===== config.mk =====
export PLATFORM = sky130hd
export DESIGN_NAME = keypad_encoder
export DESIGN_NICKNAME = d
export VERILOG_FILES = /design/src/rtl/keypad_pkg.sv /design/src/rtl/keypad_prio_core.sv /design/src/rtl/keypad_encoder.sv
export SDC_FILE = /design/constraint.sdc
export NUM_CORES = 1
export LEC_CHECK = 0
export CORE_MARGIN = 2
export CORE_UTILIZATION = 55
export CTS_CLUSTER_DIAMETER = 100
export DETAILED_ROUTE_END_ITERATION = 12
export DONT_BUFFER_PORTS = 1
export PLACE_DENSITY = 0.78
export SYNTH_ARGS = -nofsm -noshare
export SYNTH_HDL_FRONTEND = slang
export SYNTH_HIERARCHICAL = 1
export SYNTH_SLANG_ARGS = --single-unit

===== constraint.sdc =====
create_clock -name clk -period 2.4 [get_ports clk]
set_input_delay 0.48 -clock clk [delete_from_list [all_inputs] [get_ports clk]]
set_output_delay 0.48 -clock clk [all_outputs]
set_load 0.01 [all_outputs]

===== src/rtl/keypad_pkg.sv =====
// Shared types and helpers for the debounced keypad encoder.
package keypad_pkg;

    typedef enum logic [1:0] {
        StIdle,
        StDebounce,
        StPressed,
        StRelease
    } state_e;

    // Bit 0 is key "0"; the remaining bits count down so the top bit is key "1".
    function automatic int unsigned idx_to_code(input int unsigned idx,
                                                input int unsigned num_keys);
        int unsigned code;
        if (idx == 0) begin
            code = 0;
        end else begin
            code = num_keys - idx;
        end
        return code;
    endfunction

    // Debounce and repeat counters share one width; floor of 2 keeps it at least 1 bit.
    function automatic int unsigned cnt_width(input int unsigned deb_cycles,
                                              input int unsigned rep_cycles);
        int unsigned m;
        m = deb_cycles;
        if (rep_cycles > m) begin
            m = rep_cycles;
        end
        if (m < 2) begin
            m = 2;
        end
        return $clog2(m);
    endfunction

endpackage


===== src/rtl/keypad_prio_core.sv =====
// Combinational resolver from a raw key vector to a candidate code and a qualifier.
module keypad_prio_core
    import keypad_pkg::*;
#(
    parameter int unsigned NUM_KEYS   = 10,
    parameter int unsigned CODE_W     = 4,
    parameter int unsigned MULTI_MODE = 0
) (
    input  logic [NUM_KEYS-1:0] keypad_i,
    output logic [CODE_W-1:0]   code_o,
    output logic                cand_ok_o
);

    logic any_set;
    logic multi_set;

    // Later (higher-index) bits overwrite earlier ones, giving highest-index priority.
    always_comb begin
        code_o    = '0;
        any_set   = 1'b0;
        multi_set = 1'b0;
        for (int unsigned i = 0; i < NUM_KEYS; i++) begin
            if (keypad_i[i]) begin
                if (any_set) begin
                    multi_set = 1'b1;
                end
                any_set = 1'b1;
                code_o  = CODE_W'(idx_to_code(i, NUM_KEYS));
            end
        end
        cand_ok_o = any_set & ((MULTI_MODE != 0) | ~multi_set);
    end

endmodule


===== src/rtl/keypad_encoder.sv =====
// Debounced N-key keypad encoder: candidate resolve, stable-count debounce,
// registered code with active-low valid, press strobe and optional auto-repeat.
module keypad_encoder
    import keypad_pkg::*;
#(
    parameter int unsigned NUM_KEYS        = 10,
    parameter int unsigned CODE_W          = 4,
    parameter int unsigned DEBOUNCE_CYCLES = 16,
    parameter int unsigned REPEAT_CYCLES   = 0,
    parameter int unsigned MULTI_MODE      = 0
) (
    input  logic                clk,
    input  logic                rst,
    input  logic                enablen,
    input  logic [NUM_KEYS-1:0] keypad,
    output logic [CODE_W-1:0]   D,
    output logic                validn,
    output logic                key_strobe,
    output logic                busy
);

    localparam int unsigned     CntW    = cnt_width(DEBOUNCE_CYCLES, REPEAT_CYCLES);
    localparam logic [CntW-1:0] DebLast = CntW'((DEBOUNCE_CYCLES > 0) ? DEBOUNCE_CYCLES - 1 : 0);
    localparam logic [CntW-1:0] RepLast = CntW'((REPEAT_CYCLES > 0) ? REPEAT_CYCLES - 1 : 0);

    if (CODE_W < $clog2(NUM_KEYS)) begin : g_bad_code_w
        $error("keypad_encoder: CODE_W too narrow for NUM_KEYS");
    end
    if (DEBOUNCE_CYCLES < 1) begin : g_bad_debounce
        $error("keypad_encoder: DEBOUNCE_CYCLES must be at least 1");
    end

    state_e              state_q, state_d;
    logic [NUM_KEYS-1:0] ref_q, ref_d;
    logic [CntW-1:0]     cnt_q, cnt_d;
    logic [CntW-1:0]     rep_q, rep_d;
    logic [CODE_W-1:0]   d_q, d_d;
    logic                validn_q, validn_d;
    logic                strobe_q, strobe_d;

    logic [CODE_W-1:0]   cand_code;
    logic                cand_ok;
    logic                ref_match;
    logic                keypad_clear;

    keypad_prio_core #(
        .NUM_KEYS   (NUM_KEYS),
        .CODE_W     (CODE_W),
        .MULTI_MODE (MULTI_MODE)
    ) u_prio_core (
        .keypad_i  (keypad),
        .code_o    (cand_code),
        .cand_ok_o (cand_ok)
    );

    assign ref_match    = (keypad == ref_q);
    assign keypad_clear = (keypad == '0);

    always_comb begin
        state_d  = state_q;
        ref_d    = ref_q;
        cnt_d    = cnt_q;
        rep_d    = rep_q;
        d_d      = d_q;
        validn_d = validn_q;
        strobe_d = 1'b0;

        if (!enablen) begin
            // Oven running: drop any key in progress but keep the last code visible.
            state_d  = StIdle;
            cnt_d    = '0;
            rep_d    = '0;
            validn_d = 1'b1;
        end else begin
            unique case (state_q)
                StIdle: begin
                    if (cand_ok) begin
                        ref_d   = keypad;
                        cnt_d   = '0;
                        state_d = StDebounce;
                    end
                end
                StDebounce: begin
                    if (!ref_match) begin
                        state_d = StIdle;
                    end else if (cnt_q == DebLast) begin
                        state_d  = StPressed;
                        d_d      = cand_code;
                        validn_d = 1'b0;
                        strobe_d = 1'b1;
                        rep_d    = '0;
                    end else begin
                        cnt_d = cnt_q + 1'b1;
                    end
                end
                StPressed: begin
                    if (!ref_match) begin
                        state_d  = StRelease;
                        validn_d = 1'b1;
                        cnt_d    = '0;
                    end else if (REPEAT_CYCLES > 0) begin
                        if (rep_q == RepLast) begin
                            strobe_d = 1'b1;
                            rep_d    = '0;
                        end else begin
                            rep_d = rep_q + 1'b1;
                        end
                    end
                end
                StRelease: begin
                    if (!keypad_clear) begin
                        cnt_d = '0;
                    end else if (cnt_q == DebLast) begin
                        state_d = StIdle;
                    end else begin
                        cnt_d = cnt_q + 1'b1;
                    end
                end
                default: begin
                    state_d = StIdle;
                end
            endcase
        end
    end

    always_ff @(posedge clk) begin
        if (rst) begin
            state_q  <= StIdle;
            ref_q    <= '0;
            cnt_q    <= '0;
            rep_q    <= '0;
            d_q      <= '0;
            validn_q <= 1'b1;
            strobe_q <= 1'b0;
        end else begin
            state_q  <= state_d;
            ref_q    <= ref_d;
            cnt_q    <= cnt_d;
            rep_q    <= rep_d;
            d_q      <= d_d;
            validn_q <= validn_d;
            strobe_q <= strobe_d;
        end
    end

    assign D          = d_q;
    assign validn     = validn_q;
    assign key_strobe = strobe_q;
    assign busy       = (state_q != StIdle);

endmodule


* Word level (Yosys, flattened, before mapping)
Index checks and enable logic that the tools add are counted.
Widths: inputs -> output; s select.
** Storage, ports and cells
- Bits in read-only memories :: 0
- Output and inout bits :: 7
- Bits in latches :: 0
- Memories kept :: 0
- Bits in writable memories :: 0
- Word-level logic and storage cells :: 90
- Flip-flop bits (word level) :: 22
- Bits of input ports :: 13
** Operators by class
- Equality and inequality tests :: 12
- Mux-type cells :: 55
- $lt $le $gt $ge :: 0
- Bitwise gates (word level) :: 5
- Shifts and indexed selects :: 0
- $add $sub $neg :: 1
- Reduce and logical (&&, ||, !) cells :: 11
- Divide/modulo/power cells :: 0
- Multiply operators :: 0
** Operators with widths (number)
- $mux 4 :: 14
- $mux 1 :: 32
- $pmux 4 s4 :: 1
- $mux 2 :: 6
- $ne 2x2->1 const B :: 6
- $eq 10x10->1 :: 1
- $logic_not 10->1 :: 1
- $pmux 2 s4 :: 1
- $reduce_and 4->1 :: 2
- $reduce_and 3->1 :: 2
- $reduce_and 5->1 :: 1
- $add 4x1->4 const B :: 1
- $eq 2x2->1 const B :: 2
- $eq 4x4->1 const B :: 1
- $not 1->1 :: 4
- $reduce_bool 2->1 :: 2
- $reduce_or 4->1 :: 1
- $ne 3x3->1 const B :: 1
- $eq 2x1->1 const B :: 1
- $logic_not 2->1 :: 1
- $pmux 1 s2 :: 1
- $reduce_or 2->1 :: 1
- $and 1x1->1 :: 1

* Depth between registers and ports, before layout
Gate-level depths: netlist of the first run.
- Word-level depth :: 23
- Depth in mapped cells :: 8
- Mapped depth without buffers :: 8

* By module
Netlist of the first run, hierarchy kept.
** By module, submodules not included
- keypad_encoder :: area an instance 1174.9 µm², seq. area each 440.4 µm², times used 1, cells an instance 136
- keypad_prio_core :: area an instance 178.9 µm², seq. area each 0.0 µm², times used 1, cells an instance 28

* Worst setup path before layout of the first run
Ideal clock, no wire load.
- Kind :: input-to-reg
- Start :: in keypad[1]
- End :: reg ref_q[1]
- Stages on the path :: 8
- Buffers on the path :: 1
- Arrival :: 1.898 ns
- Setup time :: 0.071 ns
- Slack :: 0.431 ns
- Required time :: 2.329 ns
- Path through :: nor3_1 -> and2_4 -> mux2_4 -> a21oi_2 -> and3_1 -> clkbuf_1 -> nand2_1 -> a21oi_1
** On the way
- Word-level cells in the longest chain between the ends :: 20
- Elaborated cells between the ends (all ways) :: 29
- Classes of those cells :: mux (26); bitwise (2); reduce/logical (1)
** Ends and longest elaborated chain
- start: declaration :: line keypad_encoder.sv:15 : input logic [NUM_KEYS-1:0] keypad,
- $mux 1 :: line keypad_prio_core.sv:23 : if (keypad_i[i]) begin
- $mux 1 :: line keypad_prio_core.sv:24 : if (any_set) begin
- $mux 1 :: line keypad_prio_core.sv:23
- $mux 1 :: line keypad_prio_core.sv:24
- $mux 1 :: line keypad_prio_core.sv:23
- $mux 1 :: line keypad_prio_core.sv:24
- $mux 1 :: line keypad_prio_core.sv:23
- $mux 1 :: line keypad_prio_core.sv:24
- (+5 left out)
- $mux 1 :: line keypad_prio_core.sv:24
- $mux 1 :: line keypad_prio_core.sv:23
- $mux 1 :: line keypad_prio_core.sv:24
- $mux 1 :: line keypad_prio_core.sv:23
- $not 1->1 :: line keypad_prio_core.sv:31 : cand_ok_o = any_set & ((MULTI_MODE != 0) | ~multi_set);
- $and 1x1->1 (*) :: line keypad_prio_core.sv:31
- net cand_ok :: line keypad_encoder.sv:42 : logic cand_ok;
- $reduce_and 3->1 (no source line) (*)
- end signal: assignment :: line keypad_encoder.sv:137 : ref_q <= ref_d;
- end: declaration :: line keypad_encoder.sv:34 : logic [NUM_KEYS-1:0] ref_q, ref_d;
The timed path passes the listed nets; every way through them passes the cells marked *.
A chain may end at the register's enable or synchronous reset.

* Final worst setup path of the first run
- Start :: reg ref_q[1]
- End :: reg validn_q, in the netlist validn
** On the way
- Word-level cells in the longest chain between the ends :: 3
- Elaborated cells between the ends (all ways) :: 4
- Classes of those cells :: eq/ne (3); reduce/logical (1)
** Ends and longest elaborated chain
- $eq 10x10->1 (*) :: line keypad_encoder.sv:56 : assign ref_match = (keypad == ref_q);
- $ne 2x2->1 (no source line)
- $reduce_and 4->1 (no source line) (*)
- end signal: assignment :: line keypad_encoder.sv:141 : validn_q <= validn_d;
- end: declaration :: line keypad_encoder.sv:38 : logic validn_q, validn_d;
Every way passes the cells marked *; elsewhere a longest branch is shown, timed or not.

==> impl_metrics.yaml, run 1 <==
synthesis:
  synthCells: 164
  muxShareOfSynthArea: 0.0407
  syn_area_per_cell_um2: 8.25
  synthTopCellsByCount: "nand2_1, dfxtp_1, a21oi_1, nor2_1, inv_1"
  synth-async-reset-ratio: 0
  syn_nets: 178
  synth.top_cell.area_share: 0.325
  synth_largest_area_cell: "dfxtp_1"
  ys_ff_latch: 22
  synth_top_family_by_area: "simple AND/OR/NAND/NOR gates"
  ys_seq_area_frac: 0.325
  ys_warn_count: 6
  synth_edf_count: 0
  ys_top_cells_by_area: "dfxtp_1, nand2_1, a21oi_1, xnor2_2, xnor2_1"
  synthSimpleGateAreaFrac: 0.268
  synth_most_common_cell: "nand2_1"
  syn-cell-area_um2: 1350
  synth-xor-area-share: 0.0933
  ys.flop_type: "dfxtp_1"
  synth_compound_gate_area_share: 0.211
  netlist-cell-type-count: 42
  synthAdderAreaFrac: 0.0176
sta:
  rsz0062_at_grt: "false"
  hold_viol: 0
  report.final.slew_viol_count: 0
  relSlewSlack: 0.710
  fin_crit_sh: 0.756
  worst_pin_slew_ps: 432
  tns_ps: 0
  fin_worst_skew_ps: 3.22
  period_minus_slack_ps: 1820
  maxClockFrequency_ghz: 0.551
  setup_viol: 0
power:
  leakagePower_nw: 0.433
  vdd_drop_max_mv: 0.333
  powerDensity_nw_per_um2: 436
setup_path:
  critPathMaxFanout: 7
  crit_family: "simple AND/OR/NAND/NOR gates"
  crit_type: "reg -> reg"
  rrSetupSlack_ps: 580
  regToRegEndpoint: "validn$_SDFFE_PP1P_"
  slowest_delay_ps: 390
  critical_path.cell_chain: "xnor2_1, nand4_2, nor4_4, a21oi_1, or3_1"
  cp_slowest_cell: "nor4_4"
  crit_arrival_ps: 2020
  start_kind: "flop"
  required_ps: 2600
  rr_worst_depth: 5
  crit_path_end_kind: "flop"
  critPathBufInv: 0
  r2r-start: "ref_q[1]$_SDFFE_PP0P_"
floorplan:
  ioPinCount: 20
  die_w_um: 53.6
  die_y_um: 53.6
  num_rows: 17
  start_util: 0.595
  die_area_um2: 2870
  core_area_um2: 2280
status:
  outcome: "finished clean"
min_path:
  hold_end: "ref_q[6]$_SDFFE_PP0P_"
  hold_class: "in -> reg"
  worstHoldStart: "rst"
  hold_depth: 1
detailed_routing:
  ant_nets: 0
  num_vias: 1180
  drc: 0
  drt_iter0_drc: 26
  vias_per_cell: 6.18
  first_pass_iters: 5
  wl_per_cell_um: 14.7
  wl_um: 2800
clock_tree:
  clkSinkCount: 22
  clock_path_buffers: 2
  insertion_delay_ps: 310
  ctsResizeCount: 0
  cts_max_level: 1
  root_buffer: "clkbuf_4"
  cts_buffers: 3
  clk_pin_slew_worst_paths_ps: 120
  hold_buffers: 0
  cts_setup_buffers: 0
  cts_tree: "built"
cells_and_area:
  drive_above_1_share: 0.110
  n_fill_cell: 199
  final_net_count: 178
  instances_no_fill: 191
  syn2layout_area_growth_pct: 3.88
  antenna_cells: 0
global_routing:
  grt_first_pass_wirelength_um: 4820
  grt_max_degree: 18
  overflow: 0
  grt_usage: 0.231
  grt_pass1_vias: 1072
  antenna_found_initial: 0
place:
  place_congestion: 0.845
  dp_cells: 187
  port_buffers: 0
  dp_hpwl_um: 2160
run:
  maxCapViolCount: 0
[area by class of cell]
class                      instances  area [um2]  area share
sequential                        22         440       0.313
multi-input combinational        126         853       0.607
tap                               28        35.0      0.0249
clock buffer                       4        36.3      0.0258
inverter                          11        41.3      0.0294
[cells by family after synthesis]
family | Yosys count
AND/OR/NAND/NOR | 65
AO/OA/AOI/OAI | 43
flip-flops | 22
buffers and inverters | 16
XOR/XNOR | 11
multiplexers | 5
adder cells (fa/ha/maj) | 2
[sequential cells by signal, indices dropped and copies added (netlist names), named ones only]
register    count
ref_q          10
D               4
cnt_q           4
key_strobe      1
state_q         1
validn          1
[how the worst max path moves through the flow]
stage	startpoint	end	slack (ps)	depth (start not counted)
final	ref_q[1]$_SDFFE_PP0P_	validn$_SDFFE_PP1P_	580	5
after global routing	ref_q[7]$_SDFFE_PP0P_	validn$_SDFFE_PP1P_	440	5
after CTS	cnt_q[0]$_SDFFE_PP0P_	D[0]$_SDFFE_PP0P_	610	6
after detailed placement	keypad[1]	ref_q[8]$_SDFFE_PP0P_	300	7
after global placement	keypad[1]	ref_q[2]$_SDFFE_PP0P_	380	7
after floorplan	keypad[1]	ref_q[1]$_SDFFE_PP0P_	430	8
[stage by stage]
step | utilization | cell area [um2] | worst slack (ps) | power [mW] | hold WS, ps
after CTS | 0.618 | 1410 | 606 | 0.622 | 210
final | 0.618 | 1410 | 585 | 0.614 | 222
after global placement | 0.602 | 1370 | 377 | 0.417 | 448
after floorplan | - | 1350 | 431 | 0.417 | 449
after global routing | 0.618 | 1410 | 444 | 0.642 | 199
after detailed placement | 0.602 | 1370 | 304 | 0.418 | 453
[cells in the final DEF (no fill, tap or decap), types with 2 or more instances in the layout]
cell	instances
nor4_1	3
inv_1	11
nor4_4	2
o31ai_1	4
and3_1	2
o21ai_0	7
a31oi_1	2
mux2i_1	4
nand3_1	5
clkbuf_4	3
dfxtp_1	22
xnor2_2	4
nor2_1	13
nor3_1	5
or3_1	2
a21oi_1	15
a221oi_1	2
o2111ai_1	4
nand2_1	23
xnor2_1	7
[report_power, final]
group | leakage [nW] | total, mW | internal (mW) | switching (mW)
clock network | 0.0210 | 0.204 | 0.0926 | 0.111
registers | 0.177 | 0.366 | 0.365 | 0.000227
logic | 0.235 | 0.0445 | 0.0228 | 0.0218
[layer usage]
| layer | track usage | wire (um) |
|---|---|---|
| met3 | 0.0556 | 183 |
| met4 | 0.0769 | 26 |
| met5 | 0 | 0 |
| met2 | 0.414 | 1460 |
| met1 | 0.269 | 1130 |
[worst reg2reg max path, delay by kind of cell, from the launching register on]
family / cells / cell delay [ps]
XOR/XNOR: 1 / 190
AO/OA/AOI/OAI: 1 / 120
flip-flops: 1 / 340
AND/OR/NAND/NOR: 3 / 1060
Power figures use the tool's default switching activity.
==> run 2, diff against run 1 <==
--- a/config.mk
+++ b/config.mk
@@ -10,7 +10,7 @@
 export CTS_CLUSTER_DIAMETER = 100
 export DETAILED_ROUTE_END_ITERATION = 12
 export DONT_BUFFER_PORTS = 1
-export PLACE_DENSITY = 0.78
+export PLACE_DENSITY = 0.81
 export SYNTH_ARGS = -nofsm -noshare
 export SYNTH_HDL_FRONTEND = slang
 export SYNTH_HIERARCHICAL = 1
==> constraint.sdc (replaced) <==
create_clock -name clk -period 1.5 [get_ports clk]
set_input_delay 0.3 -clock clk [delete_from_list [all_inputs] [get_ports clk]]
set_output_delay 0.3 -clock clk [all_outputs]
set_load 0.01 [all_outputs]
==> impl_metrics.yaml, run 2 (synthesis results as in run 1) <==
cells_and_area:
  registers.top_by_ff_count: "ref_q"
  drive_above_1_share: 0.370
  instances_no_fill: 209
  mostFrequentLayoutCell: "nand2_1"
  antenna_cells: 0
  syn2layout_area_growth_pct: 29.0
  largest_reg_flops: 10
  most-common-layout-cells: "nand2_1, buf_4, a21oi_1"
  n_fill_cell: 148
  final_net_count: 196
global_routing:
  antenna_found_initial: 0
  grt_pass1_vias: 1163
  grt_first_pass_wirelength_um: 5150
  grt_max_degree: 18
  grt_usage: 0.248
  overflow: 0
place:
  dp_slack_ps: -193
  dp_cells: 199
  place_congestion: 0.888
  dp_hpwl_um: 2330
  port_buffers: 0
setup_path:
  startpoint: "ref_q[3]$_SDFFE_PP0P_"
  critPathMaxFanout: 6
  crit_arrival_ps: 1870
  required_ps: 1720
  crit_type: "reg -> reg"
  start_kind: "flop"
  r2r-start: "ref_q[3]$_SDFFE_PP0P_"
  crit_path_end_kind: "flop"
detailed_routing:
  num_vias: 1339
  drt_iter0_drc: 53
  wl_per_cell_um: 17.4
  ant_nets: 0
  wl_um: 3630
  vias_per_cell: 6.41
  first_pass_iters: 6
  drc: 0
clock_tree:
  clock_path_buffers: 2
  cts_max_level: 1
  clk_pin_slew_worst_paths_ps: 120
  cts_tree: "built"
  cts_buffers: 3
  clkSinkCount: 22
  insertion_delay_ps: 310
  root_buffer: "clkbuf_4"
floorplan:
  die_area_um2: 2870
  die_w_um: 53.6
  start_util: 0.595
  core_area_um2: 2280
  ioPinCount: 20
  die_y_um: 53.6
  num_rows: 17
run:
  maxCapViolCount: 0
sta:
  fin_worst_skew_ps: 4.25
  fin_crit_sh: 1.10
  report.final.slew_viol_count: 0
  rsz0062_at_grt: "true"
  setup_slack_ps: -156
  relSlewSlack: 0.751
  setup_viol: 12
  maxClockFrequency_ghz: 0.604
  period_minus_slack_ps: 1660
  worst_pin_slew_ps: 370
  hold_viol: 0
power:
  combPwrFrac: 0.105
  p_int_mw: 0.790
  powerDensity_nw_per_um2: 585
  vdd_drop_max_mv: 0.629
  leakagePower_nw: 0.596
  seq_power_share: 0.572
  switching_share: 0.227
  p_total_mw: 1.02
  power_switching_mw: 0.232
  pwr-share-clk: 0.323
min_path:
  hold_class: "in -> reg"
  worstHoldStart: "rst"
status:
  outcome: "complete, but fails checks"
  violations: "setup timing"
run 2: cell types whose count changed in the layout (fill, tap and decap cells not counted), sizes merged:
cell | previous run | this run
buf | 0 | 18
run 2: layer usage:
metal / track usage / wire [um] / up-vias
li1: - / - / 626
met1: 0.296 / 1430 / 636
met2: 0.444 / 1910 / 59
met3: 0.0417 / 194 / 18
met4: 0.0897 / 107 / 0
met5: 0 / 0 / -
run 2: worst max-delay path: stages (launching register included):
cell and delay [ps]:
dfxtp_2 350, xnor2_2 180, nand4_4 190, buf_6 180, nor4_4 190, buf_4 220, o2111ai_1 150, o31ai_1 100
run 2: power groups by stage:
stage	Combinational (mW)	Sequential (mW)	Clock [mW]
final	0.107	0.585	0.331
after global routing	0.115	0.585	0.360
after CTS	0.0927	0.585	0.335
after detailed placement	0.0879	0.598	0
after global placement	0.0862	0.598	0
after floorplan	0.0777	0.598	0
run 2: path summary, 6_finish.rpt:
check	endpoint	slack (ps)	cells after the start
min reg2reg	ref_q[7]$_SDFFE_PP0P_	480	2
min	ref_q[7]$_SDFFE_PP0P_	30	1
max reg2reg	cnt_q[0]$_SDFFE_PP0P_	-160	7
max	cnt_q[0]$_SDFFE_PP0P_	-160	7
run 2: repair_timing:
item / in CTS / in global routing
hold endpoints to repair: 0 / 0
hold buffers: 0 / 0
pin swaps: 18 / 8
cloned: 0 / 0
resized for setup: 10 / 18
setup buffers: 1 / 5
setup endpoints to repair: 11 / 12
run 2: stage by stage:
stage               TNS [ps]  instance area [um2]  utilization  hold slack (ps)
global placement       -2300                 1540        0.678              371
finish                 -1030                 1750        0.767             34.7
CTS                     -357                 1620        0.712             26.4
detailed placement     -2980                 1540        0.678              373
floorplan              -1380                 1450            -              436
global route           -2050                 1750        0.767             14.2
run 2: final cells by class:
class,instances,area [um2],area share
repair buffers,18,146,0.0838
well taps,28,35.0,0.0201
flip-flops and latches,22,455,0.261
multi-input cells,126,1030,0.591
clock buffers,4,36.3,0.0208
inverters,11,41.3,0.0236
